## config.mk

```make
export PLATFORM = sky130hd
export DESIGN_NAME = hyper_mvblck_frdram
export DESIGN_NICKNAME = d
export VERILOG_FILES = /design/src/rtl/hyper_mvblck_frdram.sv
export SDC_FILE = /design/constraint.sdc
export NUM_CORES = 1
export LEC_CHECK = 0
export CAP_MARGIN = 20
export CORE_MARGIN = 5
export CORE_UTILIZATION = 40
export DETAILED_ROUTE_END_ITERATION = 8
export PLACE_DENSITY = 0.66
export SLEW_MARGIN = 20
export SYNTH_ARGS = -nofsm -noshare
export SYNTH_HDL_FRONTEND = slang
export SYNTH_SLANG_ARGS = --single-unit
```

## constraint.sdc

```tcl
create_clock -name clk_i -period 1.8 [get_ports clk_i]
set_input_delay 0.36 -clock clk_i [delete_from_list [all_inputs] [get_ports clk_i]]
set_output_delay 0.36 -clock clk_i [all_outputs]
set_load 0.005 [all_outputs]
```

## src/rtl/hyper_mvblck_frdram.sv

```systemverilog
// DRAM-to-LSAB block mover: issues MCU column reads, tracks the fixed read
// latency with a valid-bit delay line and strobes LSAB writes as words land.
module hyper_mvblck_frdram #(
   parameter int unsigned READ_LATENCY = 4
) (
   input  logic        clk_i,
   input  logic        rst_n_i,
   input  logic        lsab_0_stop_i,
   input  logic        lsab_1_stop_i,
   input  logic        lsab_2_stop_i,
   input  logic        lsab_3_stop_i,
   input  logic [11:0] start_address_i,
   input  logic [5:0]  count_req_i,
   input  logic [1:0]  section_i,
   input  logic        issue_i,
   output logic        lsab_write_o,
   output logic [1:0]  lsab_section_o,
   output logic [5:0]  count_sent_o,
   output logic        working_o,
   output logic [11:0] mcu_coll_address_o,
   output logic        mcu_request_access_o
);
   // state | meaning
   // IDLE  | tracking request inputs, waiting for issue
   // RUN   | consuming one word per cycle until length or stop ends it
   // DRAIN | no more consumes; waiting for in-flight words to be written
   typedef enum logic [1:0] {IDLE, RUN, DRAIN} state_e;

   localparam logic [3:0] DRAIN_LD = 4'(READ_LATENCY - 1);

   state_e                  state_q, state_d;
   logic [11:0]             track_addr_q, track_addr_d;
   logic [5:0]              len_left_q, len_left_d;
   logic [1:0]              section_q, section_d;
   logic                    first_q, first_d;
   logic [READ_LATENCY-1:0] dl_q, dl_d, push_v;
   logic                    wr_q, wr_d;
   logic [5:0]              wcnt_q, wcnt_d;
   logic [5:0]              cs_q, cs_d;
   logic                    work_q;
   logic [11:0]             addr_q, addr_d;
   logic                    req_q, req_d;
   logic [3:0]              tmr_q, tmr_d;
   logic [3:0]              stop_v;
   logic                    stop_n;

   assign stop_v = {lsab_3_stop_i, lsab_2_stop_i, lsab_1_stop_i, lsab_0_stop_i};
   assign stop_n = (len_left_q != 6'd0) && !stop_v[section_q];

   always_comb begin
      state_d      = state_q;
      track_addr_d = track_addr_q;
      len_left_d   = len_left_q;
      section_d    = section_q;
      first_d      = first_q;
      wcnt_d       = wcnt_q + {5'd0, wr_q};
      cs_d         = cs_q;
      addr_d       = addr_q;
      req_d        = 1'b0;
      tmr_d        = tmr_q;
      push_v       = '0;
      case (state_q)
         IDLE: begin
            section_d    = section_i;
            track_addr_d = start_address_i;
            len_left_d   = count_req_i;
            if (issue_i) begin
               wcnt_d  = 6'd0;
               first_d = 1'b1;
               state_d = RUN;
            end
         end
         RUN: begin
            if (stop_n) begin
               track_addr_d = track_addr_q + 12'd1;
               len_left_d   = len_left_q - 6'd1;
               push_v[0]    = 1'b1;
               first_d      = 1'b0;
               // Odd first word still needs its even column fetched
               if (!track_addr_q[0] || first_q) begin
                  req_d  = 1'b1;
                  addr_d = {track_addr_q[11:1], 1'b0};
               end
            end else begin
               state_d = DRAIN;
               tmr_d   = DRAIN_LD;
            end
         end
         DRAIN: begin
            if (tmr_q != 4'd0) tmr_d = tmr_q - 4'd1;
            if ((tmr_q == 4'd0) && (dl_q == '0) && !wr_q) begin
               cs_d    = wcnt_q;
               state_d = IDLE;
            end
         end
         default: state_d = IDLE;
      endcase
      dl_d = (dl_q << 1) | push_v;
      wr_d = dl_q[READ_LATENCY-1];
   end

   always_ff @(posedge clk_i or negedge rst_n_i) begin
      if (!rst_n_i) begin
         state_q      <= IDLE;
         track_addr_q <= 12'd0;
         len_left_q   <= 6'd0;
         section_q    <= 2'd0;
         first_q      <= 1'b0;
         dl_q         <= '0;
         wr_q         <= 1'b0;
         wcnt_q       <= 6'd0;
         cs_q         <= 6'd0;
         work_q       <= 1'b0;
         addr_q       <= 12'd0;
         req_q        <= 1'b0;
         tmr_q        <= 4'd0;
      end else begin
         state_q      <= state_d;
         track_addr_q <= track_addr_d;
         len_left_q   <= len_left_d;
         section_q    <= section_d;
         first_q      <= first_d;
         dl_q         <= dl_d;
         wr_q         <= wr_d;
         wcnt_q       <= wcnt_d;
         cs_q         <= cs_d;
         work_q       <= (state_q != IDLE);
         addr_q       <= addr_d;
         req_q        <= req_d;
         tmr_q        <= tmr_d;
      end
   end

   assign lsab_write_o         = wr_q;
   assign lsab_section_o       = section_q;
   assign count_sent_o         = cs_q;
   assign working_o            = work_q;
   assign mcu_coll_address_o   = addr_q;
   assign mcu_request_access_o = req_q;
endmodule

```

== Word-level counts from Yosys, hierarchy flattened ==
Index checks and enable logic that the tools add are counted.

* Flip-flop bits (word level): 57
* Bits in latches: 0
* RAM bits: 0
* Bits in read-only memories: 0
* Output and inout bits: 23
* Logic and storage cells: 70
* Memories kept: 0

* Add/sub/neg operators: 4
* Multipliers: 0
* Div/mod/pow operators: 0
* $lt $le $gt $ge: 1
* Eq/ne operators: 7
* Shifts and indexed selects: 0
* Muxes and demuxes: 23
* Bitwise operators: 1
* Reductions and logical operators: 21

{| class="wikitable"
|+ Operators by type and width
! cell !! count
|-
| $pmux 12 s2 || 1
|-
| $mux 6 || 3
|-
| $add 12x1->12 const B || 1
|-
| $mux 12 || 1
|-
| $pmux 6 s2 || 1
|-
| $reduce_and 3->1 || 4
|-
| $ne 2x2->1 const B || 5
|-
| $logic_not 4->1 || 2
|-
| $mux 1 || 8
|-
| $mux 4 || 2
|-
| $pmux 4 s2 || 1
|-
| $add 6x1->6 || 1
|-
| $mux 2 || 3
|-
| $pmux 2 s3 || 1
|-
| $reduce_bool 2->1 || 3
|-
| $reduce_bool 6->1 || 1
|-
| $sub 6x1->6 const B || 1
|-
| $or 4x1->4 || 1
|-
| $reduce_and 2->1 || 2
|-
| $reduce_bool 4->1 || 1
|-
| $sub 4x1->4 const B || 1
|-
| $logic_and 1x1->1 || 3
|-
| $logic_not 1->1 || 3
|-
| $lt 2x3->1 const B || 1
|-
| 6 further kinds || 6
|}

== Depth between registers and ports, before layout ==
* Depth after elaboration: 7
* Gate-level depth with buffers: 8
* Mapped depth without buffers: 8

== Worst setup path after synthesis ==
Ideal clock, no wire load.

* Path kind: flip-flop to flip-flop
* Start: reg tmr_q[0]
* End: reg cs_q[0], in the netlist count_sent_o[0]
* Arrival time: 1.831 ns
* Data required time: 1.675 ns
* Path slack: -0.156 ns
* Cell stages (with the launch flop): 6
* Path buffers: 0
* Period minus slack after synthesis: 1.956 ns
* Path through: dfrtp_1 inv_1 ha_1 or3b_2 nor4_4 mux2_2

* Cells in the longest elaborated chain, start to end: 4

{| class="wikitable"
|+ RTL lines
! item !! line !! RTL
|-
| from (decl) || 43 || <nowiki>logic [3:0] tmr_q, tmr_d;</nowiki>
|-
| from (signal assigned) || 130 || <nowiki>tmr_q <= tmr_d;</nowiki>
|-
| $logic_not 4->1 || 91 || <nowiki>if ((tmr_q == 4'd0) && (dl_q == '0) && !wr_q) begin</nowiki>
|-
| $logic_and 1x1->1 (2 in series) || 91 ||
|-
| $reduce_and 2->1 (no source line) || n/a ||
|-
| to (signal assigned) || 126 || <nowiki>cs_q <= cs_d;</nowiki>
|-
| to (decl) || 39 || <nowiki>logic [5:0] cs_q, cs_d;</nowiki>
|}

No other way between the ends.
A chain may end at the register's enable or synchronous reset.

== Final worst setup path ==
* Start: in lsab_3_stop_i
* End: reg track_addr_q[0]

* Cells in the longest elaborated chain, start to end: 6

{| class="wikitable"
|+ RTL lines
! item !! line !! RTL
|-
| from (decl) || 11 || <nowiki>input logic lsab_3_stop_i,</nowiki>
|-
| $bmux 1 s2 || 48 || <nowiki>assign stop_n = (len_left_q != 6'd0) && !stop_v[section_q];</nowiki>
|-
| $mux 1 (implied by the code) || 48 ||
|-
| $logic_not 1->1 || 48 ||
|-
| $logic_and 1x1->1 || 48 ||
|-
| $ne 2x2->1 (no source line) || n/a ||
|-
| $reduce_and 2->1 (no source line) || n/a ||
|-
| to (signal assigned) || 119 || <nowiki>track_addr_q <= track_addr_d;</nowiki>
|-
| to (decl) || 32 || <nowiki>logic [11:0] track_addr_q, track_addr_d;</nowiki>
|}

No other way between the ends. The select of a mux whose other input is x is not followed.

==> summary.txt <==
Run status
  – Outcome: complete, but fails checks
  – Failing checks: negative setup slack

Drt
  – WL final: 6780 microns
  – DRT antenna net count: 0
  – Vias: 2263
  – Avg Vias per Cell: 5.25
  – Wire length per cell: 15.7 microns
  – DRC Markers: 0
  – Starting DRT DRC Count: 115
  – TritonRoute pass-1 iters: 4

Floorplan
  – Rows: 30
  – Starting Density: 41.0%
  – Die X: 93.2 microns
  – Ports: 50
  – Die Area: 8680 sq um
  – Core area: 6760 sq um
  – Die Ht: 93.2 microns

Setup path
  – Setup crit start kind: input pin
  – R2R Setup Slk: -0.13 ns
  – Worst R2R End: track_addr_q[0]$_DFFE_PN0P_
  – Worst EP arrival: 2.16 ns
  – Max Fanout on Critical Path: 5
  – Crit path from: lsab_3_stop_i
  – FF-to-FF Start: lsab_section_o[0]$_DFFE_PN0P_
  – Critical path type: in -> reg
  – Nature of the critical path endpoint: register
  – Worst r2r path cells: 8
  – Critical Path RT: 2.02 ns

Synth
  – Mapped Nets: 287
  – Seq/Total Area, Yosys: 51.5%
  – Cells after Synth: 254
  – Cell area after synthesis: 2770 sq um
  – Mux contribution to synthesized area: 10.4%
  – Area leader, netlist: dfrtp_1
  – Top cell type's share of synthesized area: 51.5%
  – Avg Cell Area, Syn: 10.9 sq um
  – Simple-gate area share of the yosys netlist: 14.7%
  – Top cells by area, synth: dfrtp_1, mux2_4, nand2_1
  – Compound-gate portion of the synthesized area: 14.0%
  – Top-count cell post-synth: dfrtp_1
  – Commonest cells in the netlist: dfrtp_1, nand2_1, nor2_1
  – FF+latch count, synth: 57
  – Top FF cell, synth: dfrtp_1
  – Number of synthesis warnings: 0
  – Netlist cell types: 52
  – Main combinational cell family by area after synthesis: simple AND/OR/NAND/NOR gates
  – Synth async-reset ratio: 100%
  – XOR/XNOR Fraction of Synth Area: 2.22%
  – EDFF count, synth: 0
  – Post-Synth Adder-Cell Area: 2.71%

Timing
  – Final Max Slew Viols: 0
  – Endpoints failing hold: 0
  – Post-layout min period: 1.94 ns
  – Final setup vio count: 26
  – Fmax: 0.515 GHz
  – Unrepaired setup endpoints after global routing: true
  – Period utilisation layout: 108%
  – Final worst slack: -0.143 ns
  – Worst Clk Skew: 0.0112 ns

Layout
  – Share of cells above drive strength 1: 30.5%
  – Final Util: 59.4%
  – Nets: 379
  – ANT cells: 0
  – Fin area: 4020 sq um
  – Final Instance Count excl. Fillers: 431
  – Filler instances: 559
  – Layout area overhead: 45.1%

Power and ir drop
  – Power consumption: 7.36 mW
  – P_int: 4.68 mW
  – Lkg Pwr: 1.79 nW
  – Comb pwr share: 51.0%
  – Sw frac: 36.4%
  – Part of the power in registers: 31.7%
  – Maximum vdd drop: 0.713 mV
  – Clk pwr share: 17.3%
  – P_sw: 2.68 mW
  – Cell Pwr Density: 1830 nW/um^2

Place
  – DPL Wire Length: 4810 microns
  – RePlAce Congestion: 0.825
  – Placed cell areas: 3600 sq um
  – Worst slack at placement: -0.520 ns
  – Post-placement cell count: 407
  – IO Port Bufs: 48

CTS
  – CTS Sinks: 57
  – Worst-skew pair later-pin latency: 0.34 ns
  – Clock root cell: clkbuf_8
  – Cts bufs inserted: 9
  – Clock Pin Slew Worst Setup and Hold Paths: 0.06 ns
  – CTS tree: built
  – CTS H-tree depth: 3
  – CTS Buffer Depth: 2

GRT
  – Number of global-route vias before repair: 2157
  – All-Layer GR Usage: 15.8%
  – Largest net degree at the start of global routing: 40
  – GR Overflow Total: 0
  – Initial antenna violation count: 0
  – First-pass GRT wire length: 10700 microns

Worst hold path
  – Worst Hold Launch: dl_q[3]$_DFF_PN0_
  – WHS Endpoint: lsab_write_o$_DFF_PN0_
  – Hold Crit Depth: 0
  – Hold WC Path Type: reg -> reg

Flow run
  – Max_cap viols: 0
[power groups by stage]
stage                     logic, mW  registers, mW  clock network (mW)
after floorplan                1.83           2.24                   0
after global placement         3.26           2.30                   0
after detailed placement       3.32           2.31                   0
after CTS                      3.48           2.31                1.30
after global routing           4.07           2.43                1.35
final                          3.75           2.34                1.27
[critical path, cell delays in order]
cell	delay [ns]
clkdlybuf4s50_1	0.39
mux4_2	0.53
a21oi_4	0.17
buf_4	0.13
buf_6	0.11
nand2_2	0.09
buf_4	0.16
mux2i_1	0.13
a21oi_1	0.08
[registers in the layout (all words and copies together), names as in the netlist]
name,flops
dl_q,4
state_q,2
mcu_request_access_o,1
mcu_coll_address_o,11
track_addr_q,12
lsab_section_o,2
lsab_write_o,1
len_left_q,6
tmr_q,4
working_o,1
first_q,1
wcnt_q,6
count_sent_o,6
[through the flow]
stage          hold WS (ns)  TNS [ns]
6_report              0.377     -2.15
3_3_place_gp          0.341    -12.98
4_1_cts               0.379     -1.99
5_1_grt               0.382     -4.70
2_1_floorplan        0.0644     -1.39
3_5_place_dp          0.350    -14.20
[worst max-delay path by stage]
stage               slack, ns                                 end  cells after the start
floorplan               -0.15  mcu_coll_address_o[10]$_DFFE_PN0P_                      6
global placement        -0.49   mcu_coll_address_o[2]$_DFFE_PN0P_                      7
detailed placement      -0.52   mcu_coll_address_o[1]$_DFFE_PN0P_                      7
CTS                     -0.13   mcu_coll_address_o[1]$_DFFE_PN0P_                      6
global route            -0.25           len_left_q[2]$_DFFE_PN0P_                      9
finish                  -0.14         track_addr_q[0]$_DFFE_PN0P_                      9
[cell type report]
cell class	instances	area, sq um	area share [%]
repair buffers	95	877	21.8
multi-input cells	172	1350	33.7
flip-flops and latches	57	1430	35.5
inverters	11	45.0	1.12
clock inverters	4	50.0	1.25
clock buffers	12	165	4.11
well taps	80	100	2.49
[cell families after synthesis]
logic type | Yosys count
and+or+nand+nor | 79
AOI/OAI and AO/OA | 57
DFF | 57
buffers and inverters | 25
muxes | 22
xor gates and xnor gates | 7
adders and majority gates | 6
other | 1
[layout by cell type, fill, tap and decap left out, types with 3 or more instances in the layout]
master and instances:
clkdlybuf4s50_1 45, a21oi_1 15, ha_1 5, o22ai_1 10, buf_12 3, buf_4 41
nor3_1 3, xnor2_1 4, nor2_1 18, mux2_4 17, a22oi_1 3, nand4_1 3
mux2i_1 4, nand3_1 8, clkbuf_8 12, dfrtp_1 57, clkinvlp_4 3, inv_2 3
nand2_1 24, o21ai_1 7, a21oi_4 3, inv_1 7, xor2_1 3
[per-layer routing]
layer | track usage [%] | vias up | share of wire (%) | wire, microns
li1 | - | 1093 | - | -
met1 | 21.6 | 1100 | 47 | 3170
met2 | 23.3 | 56 | 47 | 3180
met3 | 4.42 | 14 | 4.3 | 295
met4 | 7.33 | 0 | 2.0 | 134
met5 | 0 | - | 0 | 0
[what timing repair did]
action | in CTS | in global routing
buffers inserted | 3 | 4
setup endpoints to repair | 26 | 41
cloned | 0 | 0
endpoints found under the hold margin | 18 | 0
pin swaps | 4 | 5
hold buffers | 1 | 0
gates resized for setup | 11 | 28
Power figures use the tool's default switching activity.
